--- src/rtl/spi_slave_pkg.sv ---
// Shared types and constants for the SPI slave responder.
// Command codes, FSM states and field widths.
package spi_slave_pkg;

  localparam int WORD_W = 32;
  localparam int CNT_W  = 6;

  localparam logic [7:0] CMD_WRITE = 8'h02;
  localparam logic [7:0] CMD_READ  = 8'h0B;

  typedef enum logic [2:0] {
    ST_IDLE,
    ST_CMD,
    ST_ADDR,
    ST_DUMMY,
    ST_WDATA,
    ST_RDATA,
    ST_IGNORE
  } state_e;

  function automatic logic cmd_known(input logic [7:0] c);
    return (c == CMD_WRITE) || (c == CMD_READ);
  endfunction

endpackage

--- src/rtl/spi_slave_sync.sv ---
// Two-flop synchronizer with registered rise/fall detect.
// Level output is aligned with the edge pulses.
module spi_slave_sync #(
  parameter int W = 3
) (
  input  logic         clk_i,
  input  logic         rst_i,
  input  logic [W-1:0] pin_i,
  output logic [W-1:0] lvl_o,
  output logic [W-1:0] rise_o,
  output logic [W-1:0] fall_o
);

  logic [W-1:0] meta_q;
  logic [W-1:0] sync_q;
  logic [W-1:0] prev_q;
  logic [W-1:0] rise_q;
  logic [W-1:0] fall_q;

  // Resync pins, then compare against previous sample for edges.
  always_ff @(posedge clk_i) begin
    if (rst_i) begin
      meta_q <= '0;
      sync_q <= '0;
      prev_q <= '0;
      rise_q <= '0;
      fall_q <= '0;
    end else begin
      meta_q <= pin_i;
      sync_q <= meta_q;
      prev_q <= sync_q;
      rise_q <= sync_q & ~prev_q;
      fall_q <= ~sync_q & prev_q;
    end
  end

  assign lvl_o  = prev_q;
  assign rise_o = rise_q;
  assign fall_o = fall_q;

endmodule

--- src/rtl/spi_slave_responder.sv ---
// SPI mode-0 slave turning cmd/addr/data frames into
// single-cycle register bus reads and writes.
module spi_slave_responder
  import spi_slave_pkg::*;
#(
  parameter int ADDR_W       = 16,
  parameter int DUMMY_CYCLES = 8
) (
  input  logic              HCLK,
  input  logic              HRESET,
  input  logic              spi_sclk,
  input  logic              spi_csn,
  input  logic              spi_sdi,
  output logic              spi_sdo,
  output logic              spi_sdo_oe,
  output logic [ADDR_W-1:0] reg_addr,
  output logic [31:0]       reg_wdata,
  output logic              reg_we,
  output logic              reg_re,
  input  logic [31:0]       reg_rdata,
  output logic [1:0]        events_o
);

  localparam int RX_W = (ADDR_W > WORD_W) ? ADDR_W : WORD_W;

  localparam logic [CNT_W-1:0] CMD_LAST   = CNT_W'(7);
  localparam logic [CNT_W-1:0] ADDR_LAST  = CNT_W'(ADDR_W - 1);
  localparam logic [CNT_W-1:0] DUMMY_LAST = CNT_W'(DUMMY_CYCLES - 1);
  localparam logic [CNT_W-1:0] WORD_LAST  = CNT_W'(WORD_W - 1);
  localparam logic [CNT_W-1:0] CNT_ONE    = CNT_W'(1);
  localparam logic [ADDR_W-1:0] ADDR_STEP = ADDR_W'(4);

  logic [2:0] lvl, rise, fall;

  spi_slave_sync #(
    .W(3)
  ) u_sync (
    .clk_i (HCLK),
    .rst_i (HRESET),
    .pin_i ({spi_sdi, spi_csn, spi_sclk}),
    .lvl_o (lvl),
    .rise_o(rise),
    .fall_o(fall)
  );

  logic sclk_rise, sclk_fall, csn_rise, csn_fall, sdi_bit;
  assign sclk_rise = rise[0];
  assign sclk_fall = fall[0];
  assign csn_rise  = rise[1];
  assign csn_fall  = fall[1];
  assign sdi_bit   = lvl[2];

  logic unused_sync;
  assign unused_sync = ^{lvl[1:0], rise[2], fall[2]};

  state_e             state_q, state_d;
  logic [CNT_W-1:0]   cnt_q, cnt_d;
  logic [RX_W-1:0]    rx_q, rx_d, rx_nxt;
  logic               is_rd_q, is_rd_d;
  logic [WORD_W-1:0]  tx_q, tx_d;
  logic [WORD_W-1:0]  pend_q, pend_d;
  logic               sdo_q, sdo_d;
  logic               oe_q, oe_d;
  logic [ADDR_W-1:0]  addr_q, addr_d;
  logic [WORD_W-1:0]  wdata_q, wdata_d;
  logic               we_q, we_d;
  logic               re_q, re_d;
  logic               re_dly_q, re_dly_d;
  logic               to_tx_q, to_tx_d;
  logic [1:0]         ev_q, ev_d;

  assign rx_nxt = {rx_q[RX_W-2:0], sdi_bit};

  // State and datapath registers.
  always_ff @(posedge HCLK) begin
    if (HRESET) begin
      state_q  <= ST_IDLE;
      cnt_q    <= '0;
      rx_q     <= '0;
      is_rd_q  <= 1'b0;
      tx_q     <= '0;
      pend_q   <= '0;
      sdo_q    <= 1'b0;
      oe_q     <= 1'b0;
      addr_q   <= '0;
      wdata_q  <= '0;
      we_q     <= 1'b0;
      re_q     <= 1'b0;
      re_dly_q <= 1'b0;
      to_tx_q  <= 1'b0;
      ev_q     <= '0;
    end else begin
      state_q  <= state_d;
      cnt_q    <= cnt_d;
      rx_q     <= rx_d;
      is_rd_q  <= is_rd_d;
      tx_q     <= tx_d;
      pend_q   <= pend_d;
      sdo_q    <= sdo_d;
      oe_q     <= oe_d;
      addr_q   <= addr_d;
      wdata_q  <= wdata_d;
      we_q     <= we_d;
      re_q     <= re_d;
      re_dly_q <= re_dly_d;
      to_tx_q  <= to_tx_d;
      ev_q     <= ev_d;
    end
  end

  // Frame decode, shift registers, bus strobes and read streaming.
  always_comb begin
    state_d  = state_q;
    cnt_d    = cnt_q;
    rx_d     = rx_q;
    is_rd_d  = is_rd_q;
    tx_d     = tx_q;
    pend_d   = pend_q;
    sdo_d    = sdo_q;
    oe_d     = oe_q;
    addr_d   = addr_q;
    wdata_d  = wdata_q;
    we_d     = 1'b0;
    re_d     = 1'b0;
    re_dly_d = re_q;
    to_tx_d  = to_tx_q;
    ev_d     = '0;

    // Read data arrives one cycle after the strobe; the
    // first word feeds the shifter, prefetches the buffer.
    if (re_dly_q &&
        (state_q == ST_DUMMY || state_q == ST_RDATA)) begin
      if (to_tx_q) tx_d = reg_rdata;
      else         pend_d = reg_rdata;
    end

    if (we_q) addr_d = addr_q + ADDR_STEP;

    if (csn_rise) begin
      state_d = ST_IDLE;
      cnt_d   = '0;
      sdo_d   = 1'b0;
      oe_d    = 1'b0;
      ev_d[1] = (state_q != ST_IDLE);
    end else begin
      unique case (state_q)
        ST_IDLE: begin
          if (csn_fall) begin
            state_d = ST_CMD;
            cnt_d   = '0;
            rx_d    = '0;
          end
        end
        ST_CMD: begin
          if (sclk_rise) begin
            rx_d = rx_nxt;
            if (cnt_q == CMD_LAST) begin
              cnt_d   = '0;
              is_rd_d = (rx_nxt[7:0] == CMD_READ);
              state_d = cmd_known(rx_nxt[7:0]) ?
                        ST_ADDR : ST_IGNORE;
            end else begin
              cnt_d = cnt_q + CNT_ONE;
            end
          end
        end
        ST_ADDR: begin
          if (sclk_rise) begin
            rx_d = rx_nxt;
            if (cnt_q == ADDR_LAST) begin
              cnt_d  = '0;
              addr_d = rx_nxt[ADDR_W-1:0];
              if (is_rd_q) begin
                re_d    = 1'b1;
                to_tx_d = 1'b1;
                state_d = ST_DUMMY;
              end else begin
                state_d = ST_WDATA;
              end
            end else begin
              cnt_d = cnt_q + CNT_ONE;
            end
          end
        end
        ST_DUMMY: begin
          if (sclk_rise) begin
            if (cnt_q == DUMMY_LAST) begin
              cnt_d   = '0;
              state_d = ST_RDATA;
            end else begin
              cnt_d = cnt_q + CNT_ONE;
            end
          end
        end
        ST_WDATA: begin
          if (sclk_rise) begin
            rx_d = rx_nxt;
            if (cnt_q == WORD_LAST) begin
              cnt_d   = '0;
              wdata_d = rx_nxt[WORD_W-1:0];
              we_d    = 1'b1;
              ev_d[0] = 1'b1;
            end else begin
              cnt_d = cnt_q + CNT_ONE;
            end
          end
        end
        ST_RDATA: begin
          if (sclk_fall) begin
            sdo_d = tx_q[WORD_W-1];
            tx_d  = {tx_q[WORD_W-2:0], 1'b0};
            oe_d  = 1'b1;
          end else if (sclk_rise) begin
            if (cnt_q == '0) begin
              addr_d  = addr_q + ADDR_STEP;
              re_d    = 1'b1;
              to_tx_d = 1'b0;
            end
            if (cnt_q == WORD_LAST) begin
              cnt_d = '0;
              tx_d  = pend_q;
            end else begin
              cnt_d = cnt_q + CNT_ONE;
            end
          end
        end
        ST_IGNORE: begin
          sdo_d = 1'b0;
          oe_d  = 1'b0;
        end
        default: begin
          state_d = ST_IDLE;
        end
      endcase
    end
  end

  assign spi_sdo    = sdo_q;
  assign spi_sdo_oe = oe_q;
  assign reg_addr   = addr_q;
  assign reg_wdata  = wdata_q;
  assign reg_we     = we_q;
  assign reg_re     = re_q;
  assign events_o   = ev_q;

endmodule
--- config.mk ---
export PLATFORM = sky130hd
export DESIGN_NAME = spi_slave_responder
export DESIGN_NICKNAME = d
export VERILOG_FILES = /design/src/rtl/spi_slave_pkg.sv /design/src/rtl/spi_slave_sync.sv /design/src/rtl/spi_slave_responder.sv
export SDC_FILE = /design/constraint.sdc
export NUM_CORES = 1
export LEC_CHECK = 0
export ABC_AREA = 1
export ABC_CLOCK_PERIOD_IN_PS = 4050
export BUFFER_PORTS_ARGS = -buffer_cell sky130_fd_sc_hd__buf_4
export CORE_ASPECT_RATIO = 1.75
export CORE_MARGIN = 4
export CORE_UTILIZATION = 25
export DETAILED_ROUTE_END_ITERATION = 6
export PLACE_DENSITY = 0.49
export SETUP_SLACK_MARGIN = 0.02
export SLEW_MARGIN = 20
export SYNTH_ARGS = -nofsm -noshare
export SYNTH_HDL_FRONTEND = slang
export SYNTH_SLANG_ARGS = --single-unit
--- constraint.sdc ---
create_clock -name HCLK -period 4.05 [get_ports HCLK]
set_input_delay 0.405 -clock HCLK [delete_from_list [all_inputs] [get_ports HCLK]]
set_output_delay 0.405 -clock HCLK [all_outputs]
set_load 0.01 [all_outputs]
==> flow_summary.json <==
{
  "wl_met2_um": 12600,
  "antenna_left": 0,
  "skew_ns": 0.0112,
  "nNetsFinal": 1338,
  "drt_iter0_drc": 418,
  "fin_setup_tns_ns": 0,
  "crit_buf_inv": 3,
  "clk_path_buf_depth": 2,
  "cts_hold_buf": 0,
  "crit_chain": "nand3_2, nor2_2, inv_2, nor3_4, buf_4, nor2_2, buf_4, o211ai_1, a21oi_1",
  "coreArea_sq_mm": 0.0323,
  "vias_per_cell": 4.61,
  "finalPower_uw": 4890,
  "cts_setup_buffers": 0,
  "wl_met1_um": 10200,
  "diodes": 0,
  "hold_viol_final": 0,
  "pwr-share-seq": 0.410,
  "grt_pass1_vias": 7688,
  "pwr-share-clk": 0.339,
  "most-common-layout-cells": "nand2_1 (322), dfxtp_1 (173), nor2_1 (166), inv_1 (135), buf_4 (103)",
  "syn_area_per_cell_sq_um": 6.60,
  "avgRoutedWirePerCell_um": 14.1,
  "crit_path_top_delay_cell": "dfxtp_1",
  "final_common_cell": "nand2_1",
  "critPathRequiredTime_ns": 4.36,
  "rsz0062_at_grt": "false",
  "grt_util_all_layers": 0.136,
  "numCtsBuffers": 17,
  "post_cts_resized": 0,
  "fin_crit_sh": 0.692,
  "critical_path_class": "reg -> reg",
  "synth_fp_nets": 1284,
  "p_sw_frac": 0.347,
  "die_area_sq_mm": 0.0359,
  "io_buffers": 90,
  "fin_util": 0.302,
  "fmax_mhz": 357,
  "grt_overflow": 0,
  "root_buffer": "clkbuf_16",
  "path_delay_family": "simple AND/OR/NAND/NOR gates",
  "ys_seq_area_frac": 0.422,
  "die-width_um": 145,
  "highest_layer": "met4",
  "arrival_ns": 3.11,
  "rows": 87,
  "grt_max_degree": 65,
  "drv_slew": 0,
  "die_h_um": 248,
  "drive_gt1_frac": 0.119,
  "power_density_mw_per_mm2": 500,
  "hpwl_um": 16500,
  "ir_drop_mv": 0.332,
  "clk_latency_ns": 0.45,
  "cts_tree": "built",
  "worst-path-max-fanout": 29,
  "ys_warn_count": 0,
  "grt_pass1_wl_um": 39700,
  "syn-cell-area_sq_mm": 0.00821,
  "place_congestion": 0.887,
  "p_switching_uw": 1700,
  "cellInternalPower_uw": 3190,
  "drv_cap": 0,
  "antenna_found_initial": 0,
  "synth-seq-cells": 173,
  "slew_headroom": 0.343,
  "syn2layout_area_growth_pct": 19.0,
  "ioPinCount": 91,
  "leakagePower_uw": 0.00416,
  "period_minus_slack_ns": 2.80,
  "ys_types": 38,
  "slowest_delay_ns": 0.51,
  "dr_total_vias": 7870,
  "critPathCaptureType": "register",
  "routed_wl_um": 24100,
  "hp-class": "in -> reg",
  "status": "complete, no violations",
  "finalNonFillerCells": 1709,
  "cts_sinks": 173,
  "start_kind": "register",
  "cts.clk_slew.worst_paths_ns": 0.07,
  "final-setup-viol-count": 0,
  "h-tree-depth": 4,
  "drtPass1Iterations": 5,
  "syn_inst": 1244,
  "combPwrFrac": 0.252,
  "drcViolationCount": 0,
  "wl_met3_um": 743,
  "worstMarginPinSlew_ns": 0.983,
  "dp.cells": 1679,
  "initial_utilization": 0.254
}
final cells by class:
cell class,count,area [sq um]
clock inverters,9,113
flip-flops and latches,173,3460
fillers,3574,22600
well taps,400,500
inverters,148,556
clock buffers,21,470
repair buffers,103,773
multi-input cells,855,3890
registers in the layout, indices dropped and copies added, names as in the netlist, 2 cells and up:
register / count
tx_q: 32
u_sync.fall_o: 2
u_sync.sync_q: 3
state_q: 3
rx_q: 31
u_sync.rise_o: 2
pend_q: 32
reg_wdata: 32
u_sync.meta_q: 3
events_o: 2
cnt_q: 6
u_sync.lvl_o: 3
reg_addr: 16
per-layer routing:
layer / up-vias / track usage
li1: 4078 / -
met1: 3622 / 0.152
met2: 134 / 0.254
met3: 36 / 0.0265
met4: 0 / 0.0531
met5: - / 0
power by group through the flow:
| stage | combinational [uW] | sequential, uW | clock [uW] |
|---|---|---|---|
| global route | 1430 | 2020 | 1770 |
| detailed placement | 1230 | 2040 | 0 |
| CTS | 1240 | 2010 | 1710 |
| finish | 1230 | 2000 | 1660 |
| global placement | 1230 | 2050 | 0 |
| floorplan | 952 | 1980 | 0 |
tightest hold or removal path: stages:
cell,delay [ns]
buf_4,0.07
inv_1,0.03
nor2_1,0.06
synthesized netlist by cell type:
cell	n	share of area
a211oi_1	3	0.0027
a21boi_0	1	0.00091
a21oi_1	86	0.052
a22oi_1	5	0.0046
a31oi_1	27	0.021
and3_1	1	0.00076
buf_1	6	0.0027
buf_2	23	0.014
buf_4	5	0.0046
buf_6	1	0.0014
clkbuf_1	33	0.015
clkinv_1	2	0.00091
dfxtp_1	173	0.42
ha_1	3	0.0046
inv_1	135	0.062
inv_2	11	0.0050
mux2i_1	1	0.0012
nand2_1	322	0.15
nand2_2	1	0.00076
nand3_1	41	0.025
nand3_2	2	0.0024
nand4_1	14	0.011
nor2_1	167	0.076
nor2_2	2	0.0015
nor2_4	3	0.0041
nor3_1	41	0.025
nor3_2	1	0.0012
nor3_4	1	0.0020
nor3b_1	1	0.00091
o2111ai_1	1	0.0011
o211ai_1	11	0.010
o21ai_0	102	0.062
o21ai_1	9	0.0055
o21bai_1	2	0.0018
o22ai_1	1	0.00076
or2_2	1	0.00076
xnor2_1	4	0.0043
xor2_1	1	0.0011
per-stage QoR:
stage	worst slack (ns)	cell area [sq um]	hold slack, ns
finish	1.25	9770	0.165
global route	1.01	9770	0.151
CTS	1.23	9770	0.145
detailed placement	1.27	9190	0.399
global placement	1.38	9190	0.400
floorplan	2.35	8210	0.388
cell families (layout without fill, tap and decap cells):
kind of cell | count (synthesis) | in the layout | synth area share
flops | 173 | 173 | 0.422
buf+inv | 216 | 281 | 0.105
xor+xnor | 5 | 5 | 0.00534
fa+ha+maj | 3 | 3 | 0.00457
mux | 1 | 1 | 0.00122
compound gates | 248 | 248 | 0.163
simple gates | 598 | 598 | 0.299
worst paths after layout:
kind	cells after the start	slack (ns)	endpoint	from
min reg2reg	2	0.41	u_sync.lvl_o[2]	u_sync.sync_q[2]
max	9	1.25	tx_q[5]	state_q[2]
min	3	0.16	u_sync.meta_q[1]	spi_csn
max reg2reg	9	1.25	tx_q[5]	state_q[2]
(Power assumes the default switching activity.)
